File: config.mk
export PLATFORM = sky130hd
export DESIGN_NAME = mem_stage
export DESIGN_NICKNAME = d
export VERILOG_FILES = /design/src/rtl/mem_stage.sv
export SDC_FILE = /design/constraint.sdc
export NUM_CORES = 1
export LEC_CHECK = 0
export BUFFER_PORTS_ARGS = -buffer_cell sky130_fd_sc_hd__buf_2
export CAP_MARGIN = 20
export CORE_AREA = 2 2 204 106
export DETAILED_ROUTE_END_ITERATION = 6
export DIE_AREA = 0 0 206 108
export GPL_TIMING_DRIVEN = 1
export PLACE_DENSITY = 0.66
export SYNTH_ARGS = -nofsm -noshare
export SYNTH_HDL_FRONTEND = slang
export SYNTH_SLANG_ARGS = --single-unit
File: constraint.sdc
create_clock -name i_clk -period 5 [get_ports i_clk]
set_input_delay 0.25 -clock i_clk [delete_from_list [all_inputs] [get_ports i_clk]]
set_output_delay 0.25 -clock i_clk [all_outputs]
set_load 0.1 [all_outputs]
File: src/rtl/mem_stage.sv
// mem_stage: data-memory access stage between execute and writeback.
// Single-outstanding load/store handshake, load extract, store lanes.
module mem_stage #(
  parameter int TIMEOUT_CYCLES = 64
) (
  input  logic        i_clk,
  input  logic        i_reset,
  input  logic        i_valid,
  input  logic [31:0] i_alu_out,
  input  logic [31:0] i_rd2,
  input  logic [4:0]  i_write_reg,
  input  logic        i_mem_to_reg,
  input  logic        i_reg_write,
  input  logic        i_mem_read,
  input  logic        i_mem_write,
  input  logic [2:0]  i_func3,
  input  logic        i_branch,
  input  logic [31:0] i_add_sum,
  output logic        o_stall,
  output logic        o_dmem_req,
  output logic        o_dmem_we,
  output logic [31:0] o_dmem_addr,
  output logic [31:0] o_dmem_wdata,
  output logic [3:0]  o_dmem_be,
  input  logic        i_dmem_ready,
  input  logic [31:0] i_dmem_rdata,
  output logic        o_wb_valid,
  output logic [31:0] o_wb_data,
  output logic [4:0]  o_wb_write_reg,
  output logic        o_wb_reg_write,
  output logic        o_pc_src,
  output logic [31:0] o_branch_target,
  output logic        o_mem_err
);

  typedef enum logic {
    S_IDLE,
    S_ACCESS
  } state_t;

  localparam logic [7:0] LP_TMO_LAST =
    8'(TIMEOUT_CYCLES - 1);

  state_t r_state;
  state_t w_state_nxt;

  logic [7:0]  r_cnt;
  logic        r_req;
  logic        r_we;
  logic [31:0] r_alu;
  logic [31:0] r_wdata;
  logic [3:0]  r_be;
  logic [2:0]  r_f3;
  logic [4:0]  r_wr_reg;
  logic        r_rw;
  logic        r_wb_valid;
  logic [31:0] r_wb_data;
  logic [4:0]  r_wb_reg;
  logic        r_wb_rw;
  logic        r_pc_src;
  logic [31:0] r_target;
  logic        r_err;

  logic        w_is_mem;
  logic [1:0]  w_off;
  logic        w_dec_err;
  logic        w_cap;
  logic        w_wb_alu;
  logic        w_err_now;
  logic        w_done;
  logic        w_tmo;
  logic        w_br;
  logic [3:0]  w_be;
  logic [31:0] w_wdata;
  logic [31:0] w_shift;
  logic [7:0]  w_byte;
  logic [15:0] w_half;
  logic        w_sx;
  logic [31:0] w_load;
  logic        w_unused;

  assign w_unused = i_mem_to_reg;

  assign w_is_mem = i_mem_read | i_mem_write;
  assign w_off    = i_alu_out[1:0];

  always_comb begin
    w_dec_err = 1'b0;
    if (i_mem_read & i_mem_write)
      w_dec_err = 1'b1;
    if (i_mem_read & (i_func3 == 3'd3 ||
        i_func3 == 3'd6 || i_func3 == 3'd7))
      w_dec_err = 1'b1;
    if (i_mem_write & (i_func3 > 3'd2))
      w_dec_err = 1'b1;
    if ((i_func3[1:0] == 2'b01) & w_off[0])
      w_dec_err = 1'b1;
    if ((i_func3[1:0] == 2'b10) & (|w_off))
      w_dec_err = 1'b1;
    w_dec_err = w_dec_err & w_is_mem;
  end

  always_comb begin
    w_be    = 4'b1111;
    w_wdata = i_rd2;
    unique case (1'b1)
      i_func3[1:0] == 2'b00: begin
        w_be    = 4'b0001 << w_off;
        w_wdata = {4{i_rd2[7:0]}};
      end
      i_func3[1:0] == 2'b01: begin
        w_be    = w_off[1] ? 4'b1100 : 4'b0011;
        w_wdata = {2{i_rd2[15:0]}};
      end
      default: begin
        w_be    = 4'b1111;
        w_wdata = i_rd2;
      end
    endcase
  end

  assign w_shift = i_dmem_rdata >> {r_alu[1:0], 3'b000};
  assign w_byte  = w_shift[7:0];
  assign w_half  = r_alu[1] ? i_dmem_rdata[31:16]
                            : i_dmem_rdata[15:0];
  assign w_sx    = ~r_f3[2];

  always_comb begin
    w_load = i_dmem_rdata;
    unique case (1'b1)
      r_f3[1:0] == 2'b00:
        w_load = {{24{w_sx & w_byte[7]}}, w_byte};
      r_f3[1:0] == 2'b01:
        w_load = {{16{w_sx & w_half[15]}}, w_half};
      default:
        w_load = i_dmem_rdata;
    endcase
  end

  always_ff @(posedge i_clk or negedge i_reset) begin
    if (!i_reset) r_state <= S_IDLE;
    else          r_state <= w_state_nxt;
  end

  always_comb begin
    w_state_nxt = r_state;
    w_cap       = 1'b0;
    w_wb_alu    = 1'b0;
    w_err_now   = 1'b0;
    w_done      = 1'b0;
    w_tmo       = 1'b0;
    unique case (r_state)
      S_IDLE: begin
        if (i_valid) begin
          if (!w_is_mem) begin
            w_wb_alu = 1'b1;
          end else if (w_dec_err) begin
            w_err_now = 1'b1;
          end else begin
            w_cap       = 1'b1;
            w_state_nxt = S_ACCESS;
          end
        end
      end
      S_ACCESS: begin
        // ready on the timeout edge still completes normally
        if (i_dmem_ready) begin
          w_done      = 1'b1;
          w_state_nxt = S_IDLE;
        end else if (r_cnt == LP_TMO_LAST) begin
          w_tmo       = 1'b1;
          w_state_nxt = S_IDLE;
        end
      end
      default: w_state_nxt = S_IDLE;
    endcase
  end

  assign w_br = i_valid & i_branch & (r_state == S_IDLE);

  always_ff @(posedge i_clk or negedge i_reset) begin
    if (!i_reset) begin
      r_cnt      <= '0;
      r_req      <= 1'b0;
      r_we       <= 1'b0;
      r_alu      <= '0;
      r_wdata    <= '0;
      r_be       <= '0;
      r_f3       <= '0;
      r_wr_reg   <= '0;
      r_rw       <= 1'b0;
      r_wb_valid <= 1'b0;
      r_wb_data  <= '0;
      r_wb_reg   <= '0;
      r_wb_rw    <= 1'b0;
      r_pc_src   <= 1'b0;
      r_target   <= '0;
      r_err      <= 1'b0;
    end else begin
      r_wb_valid <= w_wb_alu | w_err_now | w_done | w_tmo;
      r_err      <= w_err_now | w_tmo;
      r_pc_src   <= w_br;
      if (w_br)
        r_target <= i_add_sum;
      if (w_wb_alu) begin
        r_wb_data <= i_alu_out;
        r_wb_reg  <= i_write_reg;
        r_wb_rw   <= i_reg_write;
      end
      if (w_err_now) begin
        r_wb_data <= i_alu_out;
        r_wb_reg  <= i_write_reg;
        r_wb_rw   <= 1'b0;
      end
      if (w_cap) begin
        r_cnt    <= '0;
        r_req    <= 1'b1;
        r_we     <= i_mem_write;
        r_alu    <= i_alu_out;
        r_wdata  <= w_wdata;
        r_be     <= w_be;
        r_f3     <= i_func3;
        r_wr_reg <= i_write_reg;
        r_rw     <= i_reg_write;
      end
      if ((r_state == S_ACCESS) & ~w_done & ~w_tmo)
        r_cnt <= r_cnt + 8'd1;
      if (w_done) begin
        r_req     <= 1'b0;
        r_wb_data <= r_we ? r_alu : w_load;
        r_wb_reg  <= r_wr_reg;
        r_wb_rw   <= ~r_we & r_rw;
      end
      if (w_tmo) begin
        r_req     <= 1'b0;
        r_wb_data <= r_alu;
        r_wb_reg  <= r_wr_reg;
        r_wb_rw   <= 1'b0;
      end
    end
  end

  assign o_stall         = (r_state == S_ACCESS);
  assign o_dmem_req      = r_req;
  assign o_dmem_we       = r_we;
  assign o_dmem_addr     = {r_alu[31:2], 2'b00};
  assign o_dmem_wdata    = r_wdata;
  assign o_dmem_be       = r_be;
  assign o_wb_valid      = r_wb_valid;
  assign o_wb_data       = r_wb_data;
  assign o_wb_write_reg  = r_wb_reg;
  assign o_wb_reg_write  = r_wb_rw;
  assign o_pc_src        = r_pc_src;
  assign o_branch_target = r_target;
  assign o_mem_err       = r_err;

endmodule

-- Word level (Yosys, flattened, before mapping)
Index checks and enable logic that the tools add are counted.
W data, S select, Z words.
- word-level logic and storage cells: 106
- register bits after elaboration: 161
- input bits: 145
- mux-type cells: 47
- shift-type cells: 2
- reductions and logical operators: 8
- equal/unequal tests: 7
- $lt $le $gt $ge: 1
- add/subtract/negate cells: 1
- bitwise gates (word level): 23
- operators with widths (kind ; number):
    $mux W32 ; 5
    $pmux W32 S2 ; 2
    $shr A32 B5 Y8 ; 1
    $mux W1 ; 30
    $mux W5 ; 4
    $mux W16 ; 1
    $mux W8 ; 2
    $and A1 B1 Y1 ; 13
    $add A8 B1 Y8 const B ; 1
    $eq A8 B6 Y1 const B ; 1
    $pmux W4 S2 ; 1
    $eq A3 B3 Y1 const B ; 2
    $not A1 Y1 ; 5
    $or A1 B1 Y1 ; 5
    $eq A2 B1 Y1 const B ; 2
    $logic_not A2 Y1 ; 2
    $mux W4 ; 1
    $reduce_bool A4 Y1 ; 1
    $shl A1 B2 Y4 const A ; 1
    $eq A3 B2 Y1 const B ; 1
    $gt A3 B2 Y1 const B ; 1
    $reduce_bool A3 Y1 ; 1
    $eq A2 B2 Y1 const B ; 1
    $logic_or A1 B1 Y1 ; 2
    other kinds (3) ; 3

-- Depth between registers and ports, before layout
Gate-level depths: netlist of the first run.
- word-level depth: 16
- gate-level depth with buffers: 7
- depth with buffers taken out: 6

-- Worst setup path after synthesis of the first run
Ideal clock, no wire load.
- path type: register to register
- from: reg r_state (netlist: o_stall)
- to: reg r_wb_rw (netlist: o_wb_reg_write)
- required time: 4914 ps
- slack: 2676 ps
- stages on the path, launching flop included: 8
- setup time: 86 ps
- data arrival time: 2238 ps
- path through: dfrtp_1 -> and2_1 -> clkbuf_1 -> a21oi_1 -> o21ai_1 -> clkbuf_1 -> nor2_1 -> nor3_1
- cells in the longest elaborated chain, start to end: 4
- RTL lines (what ; RTL line ; source):
    start: declaration ; 44 ; state_t r_state;
    start signal: assignment ; 142 ; else r_state <= w_state_nxt;
    $mux W1 ; 152 ; unique case (r_state)
    $mux W1 ; 210 ; if (w_err_now) begin
    $mux W1 ; 228 ; if (w_done) begin
    $mux W1 ; 234 ; if (w_tmo) begin
    end signal: assignment ; 208 ; r_wb_rw <= i_reg_write;
    end signal: assignment ; 232 ; r_wb_rw <= ~r_we & r_rw;
    end: declaration ; 59 ; logic r_wb_rw;
Several ways; a longest one is shown, not always the timed one.
A chain may end at the register's enable or synchronous reset.

-- Final worst setup path of the first run
- from: reg r_alu[1]
- to: reg r_wb_data[28] (netlist: o_wb_data[28])
- cells in the longest elaborated chain, start to end: 6
- RTL lines (what ; RTL line ; source):
    start: declaration ; 50 ; logic [31:0] r_alu;
    start signal: assignment ; 219 ; r_alu <= i_alu_out;
    $shr A32 B5 Y8 or $mux W16 (tied branches) ; 122, 124 ;
    $and A1 B1 Y1 (on tied branches) ; 132, 134 ;
    $pmux W32 S2 (*) ; 130 ; unique case (1'b1)
    $mux W32 (*) ; 230 ; r_wb_data <= r_we ? r_alu : w_load;
    $mux W32 (*) ; 228 ;
    $mux W32 (*) ; 234 ;
    end signal: assignment ; 211 ; r_wb_data <= i_alu_out;
    end signal: assignment ; 230 ;
    end signal: assignment ; 236 ; r_wb_data <= r_alu;
    end: declaration ; 57 ; logic [31:0] r_wb_data;
Mark *: on every way between the ends. The rest lies on a longest branch, timed or not.

==> key figures, run 1 <==
Timing
  • Slew HR: 39.12%
  • Setup WS post-layout: 2164 ps
  • Max-slew violation count: 0
  • Period utilisation layout: 56.72%
  • Hold slack: 20.42 ps
  • Fin crit period: 2836 ps
  • TNS Setup: 0 ps
  • RSZ-0062 raised after global routing: false
  • Hold Fails Final Rpt: 0
  • Worst-margin pin slew: 913.2 ps
  • Max Clock Skew: 7.159 ps
  • Fmax: 0.3526 GHz
  • # setup viols final: 0

Synth
  • Seq/Total Area, Yosys: 50.14%
  • Post-synthesis compound-gate area fraction: 16.29%
  • Top_reg_cell synth: dfrtp_1
  • Most numerous cell in the Yosys netlist: nand2_1
  • Leading area contributor after synthesis: dfrtp_1
  • Synthesized area: 0.008035 mm^2
  • Post-synth EDFFs: 0
  • Largest cells by area after synthesis: dfrtp_1 50%, nand2_1 12%, mux2_2 5.0%
  • Unique masters post-synth: 51
  • Commonest cells post-synth: 250 x nand2_1, 161 x dfrtp_1, 66 x o21ai_0
  • YS warnings: 0
  • Post-synthesis register bit count: 161
  • Adder-cell share of the synthesized area: 0.1557%
  • Synth Instances: 876
  • Largest family of logic cells by synthesized area: simple AND/OR/NAND/NOR gates
  • XOR/XNOR share of the synthesized area: 0.1090%
  • Mux cell area share after synthesis: 9.654%
  • Average cell area after synthesis: 9.173 um^2
  • Asr flop ratio synth: 100.0%
  • Post-synthesis simple-gate area fraction: 17.58%
  • Post-synth top area share: 50.14%

Floorplan
  • Top Ports: 289
  • DIE AREA: 0.02225 mm^2
  • Die Height: 108 um
  • Core ar.: 0.02028 mm^2
  • Starting Density: 39.63%
  • Die Width: 206 um
  • FP Rows: 37

Routing
  • Vias per Instance: 5.284
  • Routed len/inst: 18.29 um
  • Drt drc: 0
  • Final WL: 25510 um
  • Pre-antenna DRT Iters: 5
  • DR vias: 7371
  • Routed Antenna Nets: 0
  • Detailed Route Iter0 Violations: 554

CTS
  • Hold buffers post-CTS: 1
  • Root buf cell: clkbuf_16
  • CTS buffer count: 17
  • Max Buffers Root-to-Sink: 2
  • Post-CTS Setup Bufs: 0
  • PostCTS Resize Cnt: 0
  • Htree depth: 4
  • CTS tree: done
  • Worst skew pair latency: 430 ps
  • CTS clk-pin slew, worst paths: 70 ps
  • Clk sinks: 161

Cells and area
  • Layout Nets: 1255
  • Antenna diode instance count: 0
  • Final instance area: 0.01008 mm^2
  • Util after Layout: 49.73%
  • Layout area overhead: 25.51%
  • Layout cells sized above 1: 33.51%
  • Non-Filler Instances: 1395

Power and ir drop
  • Power per cell area: 589.1 mW/mm^2
  • Sw frac: 53.58%
  • VDD IR-drop max: 0.3517 mV
  • Clock Power Share: 21.7%
  • Sequential group share of total power: 30.0%
  • Int Pwr: 2.757 mW
  • Comb power frac: 48.3%
  • Design Power: 5.941 mW
  • Leak Pwr: 4.975 nW
  • Sw Pwr: 3.183 mW

Setup path
  • Setup crit end kind: flip-flop
  • Setup crit start kind: flip-flop
  • Setup CP Type: flip-flop to flip-flop
  • CP peak stage delay: 810 ps
  • FF-to-FF setup slack: 2160 ps
  • Crit path arrival time: 3150 ps
  • Max FO, Critical Path: 17
  • Required @ worst endpoint: 5320 ps
  • Slowest CP cell: dfrtp_1
  • CP Cell Sequence: mux2_4, a22o_1, a221oi_4, a21oi_1, o32a_1

Place
  • Placed instance area: 0.009457 mm^2
  • Pre-CTS WS: 2150 ps
  • IO buf count: 285
  • Gpl congestion: 0.8751
  • Inst Count DP: 1360
  • Detailed placement HPWL: 17870 um

GRT
  • Vias in the first global route: 7229
  • First-pass GRT wire length: 38960 um
  • Maximum number of pins on one net before global-route repair: 103
  • Antenna violations before repair: 0
  • All-Layer GR Usage: 22.93%
  • GR Overflow Total: 0

Job
  • Max-cap violations: 0

Min path
  • Hold crit path type: input pin to flip-flop

Run status
  • Status: finished, final reports clean
-- metal layers --
layer	track usage [%]	part of all wire (%)	up-vias
li1	-	-	3459
met1	30.67	45	3634
met2	37.63	48	254
met3	4.491	5.5	24
met4	7.551	1.2	0
met5	0	0	-
-- power by group through the flow --
stage               sequential (mW)  clock (mW)  combinational [mW]
global placement               1.79           0                2.85
global route                   1.82        1.37                2.99
detailed placement             1.80           0                2.87
floorplan                      3.14           0                1.06
finish                         1.78        1.29                2.87
CTS                            1.78        1.32                2.87
-- final cells by class --
cell class | instances | area (um^2)
sequential | 161 | 4029
clock buffer | 18 | 439.2
timing repair buffer | 297 | 1558
tap | 273 | 341.6
clock inverter | 14 | 131.4
fill | 1938 | 10190
multi-input combinational | 624 | 3556
inverter | 8 | 30.03
-- layout by cell type, fill, tap and decap left out, types with 6 or more instances in the layout --
master and instances:
a22oi_1 12, buf_2 284, o21ai_0 66, nand2b_1 7, buf_4 9, mux2i_1 34
nand2_1 249, nand3_1 13, o21a_1 8, a41oi_1 12, o32a_1 6, clkbuf_16 17
a21o_1 12, a22o_1 6, mux2_2 36, nor2b_1 6, a21oi_1 40, a31oi_1 14
nor3_1 8, nor2_1 47, dfrtp_1 161, inv_1 7
-- cell families after synthesis --
kind of cell | after synthesis
and+or+nand+nor | 346
AOI/OAI and AO/OA | 202
DFF | 161
buffers and inverters | 92
muxes | 72
adders and majority gates | 1
other | 1
xor gates and xnor gates | 1
-- critical path, delay by kind of cell (launching register included) --
kind | cells | cell delay (ps)
flip-flops | 1 | 810
AO/OA/AOI/OAI | 4 | 1530
multiplexers | 1 | 370
-- worst paths after layout --
path | from | cells after the start | to
max | r_alu[1] | 5 | o_wb_data[28]
min | i_alu_out[28] | 3 | r_alu[28]
max reg2reg | r_alu[1] | 5 | o_wb_data[28]
min reg2reg | o_dmem_wdata[3] | 2 | o_dmem_wdata[3]
max in group asynchronous | i_reset | 3 | o_dmem_wdata[9]
min in group asynchronous | i_reset | 2 | o_dmem_wdata[24]
Note: power is estimated with default switching activity, not from simulation.
==> run 2: changes to the inputs <==
- clock period: 5 -> 2.7 ns (I/O delays scaled with it)
==> run 2 against run 1 <==
Die area did not move; non-clock buffer count grew 108; wire length rose by 6.6%; cell area rose by 10%; combinational power grew 91%; maximum frequency grew 21%; first-iteration DRC count up 17%; clock power grew 79%; sequential cell count is the same; highest routed layer unchanged; sequential power is 86% higher.
==> key figures, run 2 (synthesis results as in run 1) <==
Place
  • Placed instance area: 0.009617 mm^2
  • Detailed placement HPWL: 18650 um
  • IO buf count: 285
  • Inst Count DP: 1378
  • Gpl congestion: 0.8997

Floorplan
  • Top Ports: 289
  • FP Rows: 37
  • Core ar.: 0.02028 mm^2
  • DIE AREA: 0.02225 mm^2
  • Starting Density: 39.63%
  • Die Height: 108 um
  • Die Width: 206 um

Power and ir drop
  • Sw Pwr: 5.869 mW
  • Sequential group share of total power: 29.8%
  • Leak Pwr: 5.447 nW
  • Design Power: 11.10 mW
  • Sw frac: 52.88%
  • Comb power frac: 49.4%
  • Int Pwr: 5.230 mW
  • Clock Power Share: 20.8%
  • VDD IR-drop max: 0.5760 mV
  • Power per cell area: 998.0 mW/mm^2

Job
  • Max-cap violations: 0

Timing
  • Max-slew violation count: 0
  • Period utilisation layout: 86.87%
  • TNS Setup: 0 ps
  • Max Clock Skew: 8.947 ps
  • Hold Fails Final Rpt: 0
  • Fin crit period: 2345 ps
  • Slew HR: 43.02%
  • # setup viols final: 0
  • Fmax: 0.4264 GHz
  • Worst-margin pin slew: 851.5 ps
  • RSZ-0062 raised after global routing: false

Setup path
  • Setup crit end kind: flip-flop
  • Max FO, Critical Path: 16
  • Slowest CP cell: dfrtp_1
  • CP Cell Sequence: mux2_4, a22o_1, a221oi_4, buf_4, a21oi_1, o32a_1
  • R2R depth: 6
  • Family with the most delay on the worst path: compound AO/OA/AOI/OAI gates
  • CP peak stage delay: 630 ps
  • Worst setup path endpoint: o_wb_data[25]
  • Required @ worst endpoint: 3010 ps
  • Setup CP Type: flip-flop to flip-flop
  • Setup crit start kind: flip-flop
  • Crit path arrival time: 2650 ps
  • Worst Setup SP: r_alu[1]
  • WP buf/inv: 1
  • Worst reg2reg path endpoint: o_wb_data[25]
  • FF-to-FF setup slack: 350 ps
  • Start of the worst register-to-register path: r_alu[1]
  • Instance count on the critical path: 6

CTS
  • PostCTS Resize Cnt: 0
  • CTS tree: done
  • Worst skew pair latency: 420 ps
  • CTS buffer count: 17
  • Root buf cell: clkbuf_16
  • Clk sinks: 161
  • CTS clk-pin slew, worst paths: 70 ps
  • Max Buffers Root-to-Sink: 2
  • Htree depth: 4

Routing
  • DR vias: 7799
  • Routed len/inst: 18.07 um
  • Vias per Instance: 5.179
  • Drt drc: 0
  • Routed Antenna Nets: 0
  • Detailed Route Iter0 Violations: 650
  • Final WL: 27210 um
  • Pre-antenna DRT Iters: 5

Cells and area
  • Commonest non-fill, non-tap cell in the layout: buf_2
  • Final instance area: 0.01112 mm^2
  • Non-Filler Instances: 1506
  • Filler Cells Inserted: 1830
  • Layout Nets: 1363
  • Util after Layout: 54.84%
  • Layout cells sized above 1: 31.87%
  • Most frequent cells in the layout: 284 x buf_2, 249 x nand2_1, 161 x dfrtp_1
  • Layout area overhead: 38.40%

Min path
  • Hold crit path type: input pin to flip-flop

GRT
  • Antenna violations before repair: 1
  • All-Layer GR Usage: 24.40%
  • Vias in the first global route: 7932
  • First-pass GRT wire length: 41840 um
  • GR Overflow Total: 0
  • Maximum number of pins on one net before global-route repair: 66

Run status
  • Status: finished, final reports clean
-- run 2: area by class of cell --
| type | instances | area (um^2) | area share [%] |
|---|---|---|---|
| timing repair buffer | 405 | 2609 | 23.46 |
| tap | 273 | 341.6 | 3.072 |
| sequential | 161 | 4029 | 36.23 |
| clock buffer | 20 | 456.7 | 4.107 |
| multi-input combinational | 624 | 3556 | 31.98 |
| antenna | 3 | 7.507 | 0.06751 |
| clock inverter | 12 | 91.34 | 0.8213 |
| inverter | 8 | 30.03 | 0.2700 |
-- run 2: timing repair --
action,4_1_cts,5_1_grt
hold buffers,92,0
setup buffers,0,0
hold endpoints to repair,139,0
-- run 2: worst reg2reg max path, stage by stage (launching register included) --
cell,delay (ps)
dfrtp_1,630
mux2_4,360
a22o_1,260
a221oi_4,250
buf_4,280
a21oi_1,120
o32a_1,340
-- run 2: routing by layer --
metal	part of all wire, %	wire length (um)	track usage (%)	vias to the layer above
li1	-	-	-	3665
met1	42	11540	30.14	3781
met2	49	13320	41.63	298
met3	6.1	1670	5.304	55
met4	2.5	679	10.41	0
met5	0	0	0	-
-- run 2: power groups by stage --
stage	Clock [mW]	Combinational (mW)	Sequential (mW)
3_3_place_gp	0	5.32	3.31
6_report	2.31	5.48	3.31
5_1_grt	2.45	5.70	3.38
4_1_cts	2.36	5.46	3.30
3_5_place_dp	0	5.35	3.34
2_1_floorplan	0	1.96	5.82
-- run 2: per-stage QoR --
stage / hold slack [ps] / worst slack, ps
finish: 13.20 / 354.6
global route: 23.57 / 238.8
CTS: 0.1773 / 358.0
detailed placement: 115.3 / 370.2
global placement: 110.2 / 418.0
floorplan: -160.6 / 375.8
-- run 2: worst min path at each step --
stage | start | endpoint | slack, ps | depth (start not counted)
after floorplan | i_reset | o_branch_target[0] | -160 | 0
after global placement | i_reset | o_dmem_wdata[31] | 110 | 1
after detailed placement | i_reset | o_dmem_wdata[31] | 120 | 1
after CTS | i_rd2[24] | o_dmem_wdata[24] | 0.2 | 3
after global routing | i_rd2[24] | o_dmem_wdata[24] | 20 | 3
final | i_rd2[24] | o_dmem_wdata[24] | 10 | 3
==> run 3: changes to the inputs <==
- HOLD_SLACK_MARGIN: not set -> 0.02
- clock period: 2.7 -> 2.8 ns (I/O delays scaled with it)
==> run 3 against run 2 <==
Cell area is 0.49% higher; die area stayed put; non-clock buffer count is 2 higher; via count is 1.3% higher; sequential share of layout area is 0.18 points lower; maximum frequency is 4.9% higher; utilization is 0.27 points higher; critical path depth stayed put; highest routed layer unchanged.
==> key figures, run 3 (synthesis results as in run 1) <==
Run status
  • Status: finished, final reports clean

Routing
  • Detailed Route Iter0 Violations: 616
  • Drt drc: 0
  • Final WL: 26950 um
  • DR vias: 7898
  • Routed len/inst: 17.90 um
  • Pre-antenna DRT Iters: 5
  • Vias per Instance: 5.244
  • Routed Antenna Nets: 0

Cells and area
  • Layout area overhead: 39.08%
  • Most frequent cells in the layout: 284 x buf_2, 249 x nand2_1, 161 x dfrtp_1
  • Layout Nets: 1365
  • Layout cells sized above 1: 31.33%
  • Non-Filler Instances: 1506
  • Commonest non-fill, non-tap cell in the layout: buf_2

Floorplan
  • Die Width: 206 um
  • Top Ports: 289
  • Core ar.: 0.02028 mm^2
  • Starting Density: 39.63%
  • FP Rows: 37
  • DIE AREA: 0.02225 mm^2
  • Die Height: 108 um

Setup path
  • Setup CP Type: flip-flop to flip-flop
  • WP buf/inv: 1
  • CP Cell Sequence: or2_2, a22o_1, a221oi_4, buf_4, a21oi_1, o32a_1
  • Setup crit end kind: flip-flop
  • Setup crit start kind: flip-flop
  • CP peak stage delay: 530 ps
  • Max FO, Critical Path: 15
  • Family with the most delay on the worst path: compound AO/OA/AOI/OAI gates
  • Crit path arrival time: 2550 ps
  • Slowest CP cell: dfrtp_1
  • Required @ worst endpoint: 3110 ps

Timing
  • Slew HR: 41.39%
  • TNS Setup: 0 ps
  • RSZ-0062 raised after global routing: false
  • # setup viols final: 0
  • Hold Fails Final Rpt: 0
  • Fin crit period: 2237 ps
  • Setup WS post-layout: 563.4 ps
  • Max-slew violation count: 0
  • Worst-margin pin slew: 876.0 ps
  • Fmax: 0.4471 GHz
  • Period utilisation layout: 79.88%
  • Max Clock Skew: 7.850 ps

CTS
  • CTS clk-pin slew, worst paths: 70 ps
  • Max Buffers Root-to-Sink: 2
  • Root buf cell: clkbuf_16
  • CTS buffer count: 17
  • PostCTS Resize Cnt: 0
  • Worst skew pair latency: 430 ps
  • Htree depth: 4
  • CTS tree: done
  • Clk sinks: 161

Job
  • Max-cap violations: 0

GRT
  • GR Overflow Total: 0
  • Antenna violations before repair: 0
  • All-Layer GR Usage: 24.39%
  • First-pass GRT wire length: 41830 um
  • Maximum number of pins on one net before global-route repair: 56
  • Vias in the first global route: 7841

Power and ir drop
  • VDD IR-drop max: 0.6035 mV
  • Leak Pwr: 5.457 nW
  • Power per cell area: 973.8 mW/mm^2

Place
  • Gpl congestion: 0.8965
  • Pre-CTS WS: 588.3 ps
  • Inst Count DP: 1374
  • Detailed placement HPWL: 18450 um
  • IO buf count: 285

Min path
  • Hold crit path type: input pin to flip-flop
[run 3: cell count changes in the layout (fill, tap and decap cells not counted), sizes merged]
cell,before,now
dlygate4sd3,92,98
clkinv,11,6
buf,313,309
bufinv,1,3
clkbuf,20,22
diode,3,1
clkinvlp,1,2
[run 3: timing repair]
item / 4_1_cts / 5_1_grt
setup buffers: 0 / 0
hold buffers: 98 / 0
setup endpoints to repair: 0 / 0
hold endpoints to repair: 153 / 0
[run 3: stage by stage]
step	hold slack [ps]	instance area [um^2]	utilization, %	power [mW]
after floorplan	-155.6	8039	-	7.503
after global placement	138.7	9574	47.22	8.310
after detailed placement	147.1	9574	47.22	8.366
after CTS	21.31	11150	55.00	10.89
after global routing	42.03	11170	55.10	11.32
final	28.23	11180	55.12	10.88
[run 3: path summary, 6_finish.rpt]
kind                            cells past startpoint  slack, ps               end       startpoint
worst max register to register                      6        560     o_wb_data[28]          r_f3[0]
worst min register to register                      2        470   o_dmem_wdata[3]  o_dmem_wdata[3]
max in group asynchronous                           3       1740       r_wr_reg[3]          i_reset
worst min-delay path                                3         30  o_dmem_wdata[28]        i_rd2[28]
min in group asynchronous                           2        250  o_dmem_wdata[31]          i_reset
worst max-delay path                                6        560     o_wb_data[28]          r_f3[0]
[run 3: final cells by class]
cell class / count / area, um^2
Fill cell: 1825 / 9101
Inverter: 8 / 30.03
Timing Repair Buffer: 407 / 2619
Multi-Input combinational cell: 624 / 3556
Sequential cell: 161 / 4029
Antenna cell: 1 / 2.502
Tap cell: 273 / 341.6
Clock buffer: 22 / 464.2
Clock inverter: 10 / 133.9
[run 3: layer usage]
| metal | vias up | share of wire, % | GRT usage, % |
|---|---|---|---|
| met4 | 0 | 4.1 | 11.43 |
| met5 | - | 0 | 0 |
| met1 | 3803 | 42 | 31.30 |
| met2 | 342 | 48 | 40.05 |
| li1 | 3671 | - | - |
| met3 | 82 | 5.7 | 4.822 |
[run 3: power breakdown]
group / switching (mW) / internal, mW / leakage [nW] / total (mW)
Sequential: 0.360 / 2.82 / 1.96 / 3.18
Clock: 0.958 / 1.45 / 0.290 / 2.40
Combinational: 4.34 / 0.957 / 3.21 / 5.29
[run 3: worst reg2reg max path, stage by stage, from the launching register on]
cell and delay (ps):
dfrtp_1 530, or2_2 360, a22o_1 250, a221oi_4 290, buf_4 280, a21oi_1 100
o32a_1 330
